<file path="src/rtl/sgm_frame_sequencer.sv">
// SGM frame sequencer: pixel coordinates, path-beginning strobes, frame-atomic P1/P2 commit; outputs 1 cycle after de_in.
// cfg_ready drops only for the commit cycle. Define SGM_FRAME_STATS_EN for frame/error counters and the h_sync check.
module sgm_frame_sequencer #(
  parameter int         HALF_IMG_WIDTH = 640,
  parameter int         IMG_HEIGHT     = 720,
  parameter int         ROW_WIDTH      = 10,
  parameter int         COL_WIDTH      = 11,
  parameter logic [7:0] P1_RESET       = 8'd15,
  parameter logic [7:0] P2_RESET       = 8'd64
) (
  input  logic                 clk,
  input  logic                 rst,
  input  logic                 de_in,
  input  logic                 h_sync_in,
  input  logic                 v_sync_in,
  input  logic                 cfg_valid,
  output logic                 cfg_ready,
  input  logic                 cfg_addr,
  input  logic [7:0]           cfg_wdata,
  output logic [7:0]           p1_out,
  output logic [7:0]           p2_out,
  output logic [ROW_WIDTH-1:0] row_out,
  output logic [COL_WIDTH-1:0] col_out,
  output logic                 de_out,
  output logic                 half_img_de,
  output logic                 extended_de,
  output logic                 horizontal_beginning,
  output logic                 top_to_bottom_beginning,
  output logic                 diag_l2r_beginning,
  output logic                 diag_r2l_beginning,
  output logic                 frame_error
`ifdef SGM_FRAME_STATS_EN
  ,
  output logic [15:0]          frame_count,
  output logic [7:0]           error_count
`endif
);

  localparam logic [COL_WIDTH-1:0] C_HALF   = COL_WIDTH'(HALF_IMG_WIDTH);
  localparam logic [COL_WIDTH-1:0] C_LAST   = COL_WIDTH'(2 * HALF_IMG_WIDTH - 1);
  localparam logic [ROW_WIDTH-1:0] C_HEIGHT = ROW_WIDTH'(IMG_HEIGHT);

  typedef enum logic [1:0] {S_SYNC, S_COMMIT, S_FRAME} state_t;

  state_t     r_state;
  logic       r_de_d;
  logic       r_vs_d;
  logic       r_err_pend;
  logic [7:0] r_sh_p1;
  logic [7:0] r_sh_p2;

  logic                 w_vs_rise, w_de_rise, w_de_fall, w_in_frame, w_de_acc;
  logic [COL_WIDTH-1:0] w_col_nxt;
  logic [ROW_WIDTH-1:0] w_row_nxt;
  logic                 w_half_nxt, w_hb_nxt, w_ttb_nxt, w_r2l_nxt;
  logic                 w_len_err, w_row_err, w_hs_err;
  logic [7:0]           w_p2_commit;

  assign w_vs_rise  = v_sync_in & ~r_vs_d;
  assign w_de_rise  = de_in & ~r_de_d;
  assign w_de_fall  = ~de_in & r_de_d;
  assign w_in_frame = (r_state == S_FRAME);
  // A pixel coinciding with the v_sync rising edge is dropped
  assign w_de_acc   = de_in & w_in_frame & ~w_vs_rise;

  always_comb begin
    w_col_nxt = col_out;
    if (w_de_acc) w_col_nxt = w_de_rise ? '0 : col_out + 1'b1;
    w_row_nxt = row_out;
    if (w_vs_rise) w_row_nxt = '0;
    else if (w_in_frame && w_de_fall && row_out != '1) w_row_nxt = row_out + 1'b1;
  end

  assign w_half_nxt  = w_de_acc && (w_col_nxt >= C_HALF);
  assign w_hb_nxt    = w_de_acc && (w_col_nxt == C_HALF);
  assign w_ttb_nxt   = w_de_acc && (w_row_nxt == '0);
  assign w_r2l_nxt   = w_de_acc && (w_col_nxt == C_LAST);
  // de_out still marks the last accepted pixel, so col_out is its index
  assign w_len_err   = w_in_frame && w_de_fall && de_out && (col_out != C_LAST);
  assign w_row_err   = w_in_frame && w_de_rise && (row_out >= C_HEIGHT);
  assign w_p2_commit = (r_sh_p2 > r_sh_p1) ? r_sh_p2 : r_sh_p1;

`ifdef SGM_FRAME_STATS_EN
  assign w_hs_err = w_in_frame && h_sync_in && de_in;
`else
  logic w_unused_hsync;
  assign w_unused_hsync = h_sync_in;
  assign w_hs_err       = 1'b0;
`endif

  always_ff @(posedge clk) begin
    if (rst) begin
      r_state                 <= S_SYNC;
      r_de_d                  <= 1'b0;
      r_vs_d                  <= 1'b0;
      r_err_pend              <= 1'b0;
      r_sh_p1                 <= P1_RESET;
      r_sh_p2                 <= P2_RESET;
      cfg_ready               <= 1'b1;
      p1_out                  <= P1_RESET;
      p2_out                  <= P2_RESET;
      row_out                 <= '0;
      col_out                 <= '0;
      de_out                  <= 1'b0;
      half_img_de             <= 1'b0;
      extended_de             <= 1'b0;
      horizontal_beginning    <= 1'b0;
      top_to_bottom_beginning <= 1'b0;
      diag_l2r_beginning      <= 1'b0;
      diag_r2l_beginning      <= 1'b0;
      frame_error             <= 1'b0;
`ifdef SGM_FRAME_STATS_EN
      frame_count             <= '0;
      error_count             <= '0;
`endif
    end else begin
      r_de_d <= de_in;
      r_vs_d <= v_sync_in;
      if (cfg_valid && cfg_ready) begin
        if (cfg_addr) r_sh_p2 <= cfg_wdata;
        else          r_sh_p1 <= cfg_wdata;
      end
      if (w_vs_rise && de_in) r_err_pend <= 1'b1;

      row_out                 <= w_row_nxt;
      col_out                 <= w_col_nxt;
      de_out                  <= w_de_acc;
      half_img_de             <= w_half_nxt;
      extended_de             <= w_half_nxt | half_img_de;
      horizontal_beginning    <= w_hb_nxt;
      top_to_bottom_beginning <= w_ttb_nxt;
      diag_l2r_beginning      <= w_hb_nxt | w_ttb_nxt;
      diag_r2l_beginning      <= w_r2l_nxt | w_ttb_nxt;

      case (r_state)
        S_SYNC: begin
          if (w_vs_rise) begin
            r_state   <= S_COMMIT;
            cfg_ready <= 1'b0;
          end
        end
        S_COMMIT: begin
          p1_out      <= r_sh_p1;
          p2_out      <= w_p2_commit;
          frame_error <= r_err_pend;
          r_err_pend  <= 1'b0;
          cfg_ready   <= 1'b1;
          r_state     <= S_FRAME;
`ifdef SGM_FRAME_STATS_EN
          frame_count <= frame_count + 16'd1;
          if (frame_error && error_count != 8'hFF) error_count <= error_count + 8'd1;
`endif
        end
        S_FRAME: begin
          if (w_len_err || w_row_err || w_hs_err) frame_error <= 1'b1;
          if (w_vs_rise) begin
            r_state   <= S_COMMIT;
            cfg_ready <= 1'b0;
          end
        end
        default: r_state <= S_SYNC;
      endcase
    end
  end

endmodule

</file>
<file path="config.mk">
export PLATFORM = sky130hd
export DESIGN_NAME = sgm_frame_sequencer
export DESIGN_NICKNAME = d
export VERILOG_FILES = /design/src/rtl/sgm_frame_sequencer.sv
export SDC_FILE = /design/constraint.sdc
export NUM_CORES = 1
export LEC_CHECK = 0
export ABC_CLOCK_PERIOD_IN_PS = 1850
export CORE_UTILIZATION = 32
export DETAILED_ROUTE_END_ITERATION = 7
export PLACE_DENSITY = 0.62
export SYNTH_ARGS = -nofsm -noshare
export SYNTH_HDL_FRONTEND = slang
export SYNTH_SLANG_ARGS = --single-unit
</file>
<file path="constraint.sdc">
create_clock -name clk -period 1.85 [get_ports clk]
set_clock_uncertainty 0.05 [all_clocks]
set_input_delay 0.37 -clock clk [delete_from_list [all_inputs] [get_ports clk]]
set_output_delay 0.37 -clock clk [all_outputs]
set_load 0.02 [all_outputs]
</file>
[Yosys cells after proc, flatten, opt, wreduce, memory -nomap -nowiden]
Cells that the tools add are included.
Word-level totals
  flip-flop bits (word level): 67
  input port bits: 15
  output and inout port bits: 46
Cells by class
  add/sub/neg operators: 2
  magnitude comparators: 3
  equal/unequal tests: 8
  mux-type cells: 11
  bitwise gates (word level): 13
  reduce and logical (&&, ||, !) cells: 23
Operators with widths (count)
  $mux W11: 2
  $mux W10: 2
  $logic_and A1 B1 Y1: 12
  $add A11 B1 Y11 const B: 1
  $eq A11 B10 Y1 const B: 1
  $eq A11 B11 Y1 const B: 1
  $ge A11 B10 Y1 const B: 1
  $ne A11 B11 Y1 const B: 1
  $add A10 B1 Y10 const B: 1
  $ge A10 B10 Y1 const B: 1
  $logic_not A10 Y1: 1
  $ne A10 B10 Y1 const B: 1
  $gt A8 B8 Y1: 1
  $mux W8: 1
  $reduce_and A2 Y1: 4
  $and A1 B1 Y1: 5
  $not A1 Y1: 5
  $ne A2 B1 Y1 const B: 2
  $pmux W1 S2: 2
  $pmux W2 S2: 1
  $reduce_bool A2 Y1: 2
  $reduce_or A2 Y1: 2
  $or A1 B1 Y1: 3
  $eq A2 B1 Y1 const B: 1
  other kinds (5): 6

[Longest topological paths before layout]
  depth in word-level cells: 9
  mapped depth: 9
  depth with buffers taken out: 8

[Least setup slack after synthesis]
OpenSTA, ideal clock, no wires.
  path type: reg2reg
  start point: register row_out[0]
  end point: register diag_l2r_beginning
  data arrival time: 2.118 ns
  required time: 1.730 ns
  slack: -0.388 ns
  stages on the path, launching flop included: 8
  buffers on the path: 0
  path through: dfxtp_1 > ha_1 > nand2_1 > nor4b_4 > and3_1 > o221ai_2 > a2111oi_4 > o21bai_1
Between the ends
  longest elaborated chain between the ends: 7
  elaborated cells between the ends (all ways): 8
  those cells by class: add/sub (1); eq/ne (1); mux (2); bitwise (1); reduce/logical (3)
RTL lines
  start: declaration: line 22  | output logic [ROW_WIDTH-1:0] row_out,
  start signal: assignment: line 125  | row_out <= w_row_nxt;
  parallel branches: the longest is 2 deep, another holds $add A10 B1 Y10
  $mux W10 *: line 71  | else if (w_in_frame && w_de_fall && row_out != '1) w_row_nxt = row_out + 1'b1;
  $mux W10 *: line 70  | if (w_vs_rise) w_row_nxt = '0;
  $logic_not A10 Y1 *: line 76  | assign w_ttb_nxt = w_de_acc && (w_row_nxt == '0);
  $logic_and A1 B1 Y1 *: line 76
  $or A1 B1 Y1 *: line 132  | diag_l2r_beginning <= w_hb_nxt | w_ttb_nxt;
  end signal: assignment: line 132
  end: declaration: line 29  | output logic diag_l2r_beginning,
Mark *: on every way between the ends.
A chain may end at the register's enable or synchronous reset.

[Worst setup path in the final report]
  start point: register r_sh_p1[1]
  end point: register p2_out[7]
Between the ends
  longest elaborated chain between the ends: 2
RTL lines
  start: declaration: line 49  | logic [7:0] r_sh_p1;
  start signal: assignment: line 121  | else r_sh_p1 <= cfg_wdata;
  $gt A8 B8 Y1: line 81  | assign w_p2_commit = (r_sh_p2 > r_sh_p1) ? r_sh_p2 : r_sh_p1;
  $mux W8: line 81
  end signal: assignment: line 144  | p2_out <= w_p2_commit;
  end: declaration: line 21  | output logic [7:0] p2_out,
No other way between the ends.

==> flow_summary.json <==
{
  "crit_arrival_ns": 2.15,
  "syn2layout_area_growth_pct": 62.7,
  "synthCells": 413,
  "synth_cell_type_count": 54,
  "cpMostUsedCell": "o21a_1",
  "synth_compound_area_share_pct": 19.4,
  "grt_overflow_total": 0,
  "drc_errors": 0,
  "critical_path.endpoint_type": "register",
  "synthTopCellsByCount": "dfxtp_1 (67), nand2_1 (59), nor2_1 (43), a21oi_1 (28), nand3_1 (23)",
  "post-place-ws_ns": -0.634,
  "setup_viol": 11,
  "ff2ff_path_depth": 9,
  "synth_top_area_share_pct": 40.3,
  "drt-initial-drc-count": 125,
  "wl_um": 10300,
  "p_per_area_mw_per_mm2": 621,
  "synthAdderAreaFrac_pct": 4.13,
  "dp_hpwl_um": 6970,
  "yosysTopAreaCell": "dfxtp_1",
  "finalHoldViolations": 0,
  "vias_per_cell": 5.06,
  "period_needed_ns": 1.98,
  "tightest_slew_ns": 0.435,
  "cpPeakStageDelay_ns": 0.32,
  "start_util_pct": 33.6,
  "hold_class": "input pin to register",
  "numCtsBuffers": 9,
  "synth_most_common_cell": "dfxtp_1",
  "wire_per_inst_um": 14.7,
  "synthTopCellsByArea": "dfxtp_1 (40%), nand2_1 (6.6%), nor2_1 (4.8%)",
  "synth-main-ff-cell": "dfxtp_1",
  "start_kind": "register",
  "die-area_sq_mm": 0.0108,
  "synth_nets": 439,
  "drive_gt1_share_pct": 35.8,
  "cts_buffer_depth": 2,
  "rsz0062_at_grt": "yes",
  "grt_max_degree": 30,
  "violations": "negative setup slack",
  "drt_pass1_iterations": 4,
  "max_cap_viol_count": 0,
  "clk_pin_slew_ns": 0.08,
  "grt_antenna_before_repair": 0,
  "detail-route-antenna-nets": 0,
  "synth-seq-cells": 67,
  "syn_area_sq_mm": 0.00333,
  "io_buffer_count": 59,
  "yosys_warnings": 0,
  "track_usage_pct": 19.0,
  "avgSynthCellArea_sq_um": 8.06,
  "synth_top_family_by_area": "simple AND/OR/NAND/NOR gates",
  "die_w_um": 104,
  "hold_buffers": 0,
  "crit_required_ns": 2.01,
  "antennaDiodeCount": 0,
  "vdd_drop_max_mv": 0.450,
  "drv_slew": 0,
  "slew-limit-headroom_pct": 71.0,
  "synth-seq-area-share_pct": 40.3,
  "coreArea_sq_mm": 0.00991,
  "worstSetupPathType": "register to register",
  "synth-async-reset-ratio_pct": 0,
  "vias": 3530,
  "max_freq_mhz": 504,
  "place_congestion": 0.857,
  "first_global_vias": 3526,
  "holdWs_ns": 0.268,
  "synth_xor_area_share_pct": 3.16,
  "pin_count": 61,
  "cp_max_fo": 8,
  "die_height_um": 104,
  "fin_ws_ns": -0.132,
  "p_total_w": 0.00336,
  "slowest_stage": "dfxtp_2",
  "status": "complete, but fails checks",
  "p_leak_nw": 2.22,
  "grt_pass1_wl_um": 16700,
  "min_period_over_period_pct": 107,
  "path_cells": "inv_2, ha_4, nor2b_4, o21a_1, o21a_1, buf_4, o21a_4, o21ai_0, a311oi_2",
  "nets": 586,
  "cts_root_buffer": "clkbuf_8",
  "cts_tree": "done",
  "synth_edf_count": 0,
  "ctsHtreeMaxLevel": 3,
  "insertion_delay_ns": 0.34,
  "yosys.area_share.simple_pct": 26.4,
  "fp-row-count": 36,
  "clkSinkCount": 67,
  "min_path_cells": 2,
  "synth_mux_area_share_pct": 1.50
}
worst paths after layout:
path	end	slack, ns	startpoint
max reg2reg	p2_out[7]$_SDFFE_PP0P_	-0.13	r_sh_p1[1]$_SDFFE_PP1P_
max	p2_out[7]$_SDFFE_PP0P_	-0.13	r_sh_p1[1]$_SDFFE_PP1P_
min reg2reg	p1_out[7]$_SDFFE_PP0P_	0.41	p1_out[7]$_SDFFE_PP0P_
min	r_vs_d$_SDFF_PP0_	0.27	v_sync_in
flip-flops by register name, summed over array words and instances (netlist names):
| register | cells |
|---|---|
| de_out | 1 |
| r_sh_p2 | 8 |
| r_err_pend | 1 |
| horizontal_beginning | 1 |
| col_out | 11 |
| r_state | 2 |
| row_out | 10 |
| diag_r2l_beginning | 1 |
| extended_de | 1 |
| r_vs_d | 1 |
| diag_l2r_beginning | 1 |
| frame_error | 1 |
| cfg_ready | 1 |
| p1_out | 8 |
| top_to_bottom_beginning | 1 |
| r_de_d | 1 |
| p2_out | 8 |
| r_sh_p1 | 8 |
| half_img_de | 1 |
power breakdown:
group | internal, W | switching, W | total [W]
Combinational | 0.000286 | 0.000283 | 0.000569
Clock | 0.000725 | 0.000549 | 0.00127
Sequential | 0.00149 | 0.0000328 | 0.00152
Total | 0.00250 | 0.000865 | 0.00336
per-stage QoR:
step                      utilization (%)  area [sq um]  setup TNS (ns)  cells
after floorplan                         -          3480         -0.0549    413
after global placement               47.8          4730           -6.10    665
after detailed placement             47.8          4730           -6.88    665
after CTS                            51.8          5130          -0.241    687
after global routing                 54.7          5420           -1.99    697
final                                54.7          5420          -0.993    697
layout make-up:
class | count | area [sq um]
fillers | 885 | 4490
multi-input cells | 305 | 2180
repair buffers | 161 | 1430
flip-flops and latches | 67 | 1380
clock buffers | 13 | 169
well taps | 133 | 166
inverters | 16 | 60.1
clock inverters | 2 | 35.0
layout by cell type, fill, tap and decap left out, types with 3 or more instances in the layout:
| cell type | netlist | layout |
|---|---|---|
| dlymetal6s2s_1 | 0 | 7 |
| nor2_1 | 43 | 40 |
| ha_1 | 11 | 3 |
| o21a_1 | 6 | 5 |
| a21oi_1 | 28 | 27 |
| nand3_1 | 23 | 15 |
| ha_4 | 0 | 8 |
| nor2b_1 | 7 | 5 |
| dfxtp_2 | 0 | 24 |
| buf_4 | 1 | 93 |
| buf_6 | 1 | 5 |
| a21o_1 | 3 | 3 |
| nor3_1 | 14 | 12 |
| a311oi_2 | 0 | 6 |
| nand3_4 | 0 | 3 |
| dfxtp_4 | 0 | 3 |
| nand4_1 | 10 | 10 |
| inv_2 | 0 | 4 |
| nand2b_1 | 3 | 3 |
| dlygate4sd2_1 | 0 | 11 |
| clkdlybuf4s50_1 | 0 | 41 |
| inv_1 | 16 | 12 |
| o211ai_1 | 7 | 7 |
| and2_1 | 4 | 4 |
| o21ai_0 | 16 | 10 |
| o21ai_2 | 0 | 6 |
| nand3_2 | 0 | 5 |
| xnor2_1 | 8 | 8 |
| dfxtp_1 | 67 | 40 |
| xor2_1 | 4 | 3 |
| clkbuf_8 | 0 | 12 |
| buf_12 | 0 | 4 |
| nand2_1 | 59 | 58 |
| and3_1 | 6 | 4 |
| mux2i_1 | 5 | 5 |
| o2111ai_1 | 3 | 3 |
critical path, delay by kind of cell (launching register included):
family                     cells  cell delay, ns
and+or+nand+nor                1            0.12
DFF                            1            0.32
buffers and inverters          2            0.21
AOI/OAI and AO/OA              5            0.95
adders and majority gates      1            0.20
per-layer routing:
layer | wire length (um) | global-route usage, %
met1 | 4520 | 22.9
met2 | 5180 | 32.9
met3 | 381 | 5.08
met4 | 182 | 6.02
met5 | 0 | 0
logic make-up (layout without fill, tap and decap cells):
family                     Yosys count  after routing
AOI/OAI and AO/OA                   94             94
xor gates and xnor gates            12             12
adders and majority gates           11             11
buffers and inverters               41            192
DFF                                 67             67
muxes                                5              5
and+or+nand+nor                    183            183
repair_timing:
item	CTS	global route
resized for setup	38	56
endpoints found under the setup margin	24	21
pin swaps	20	28
setup buffers	7	10
Power figures use the tool's default switching activity.
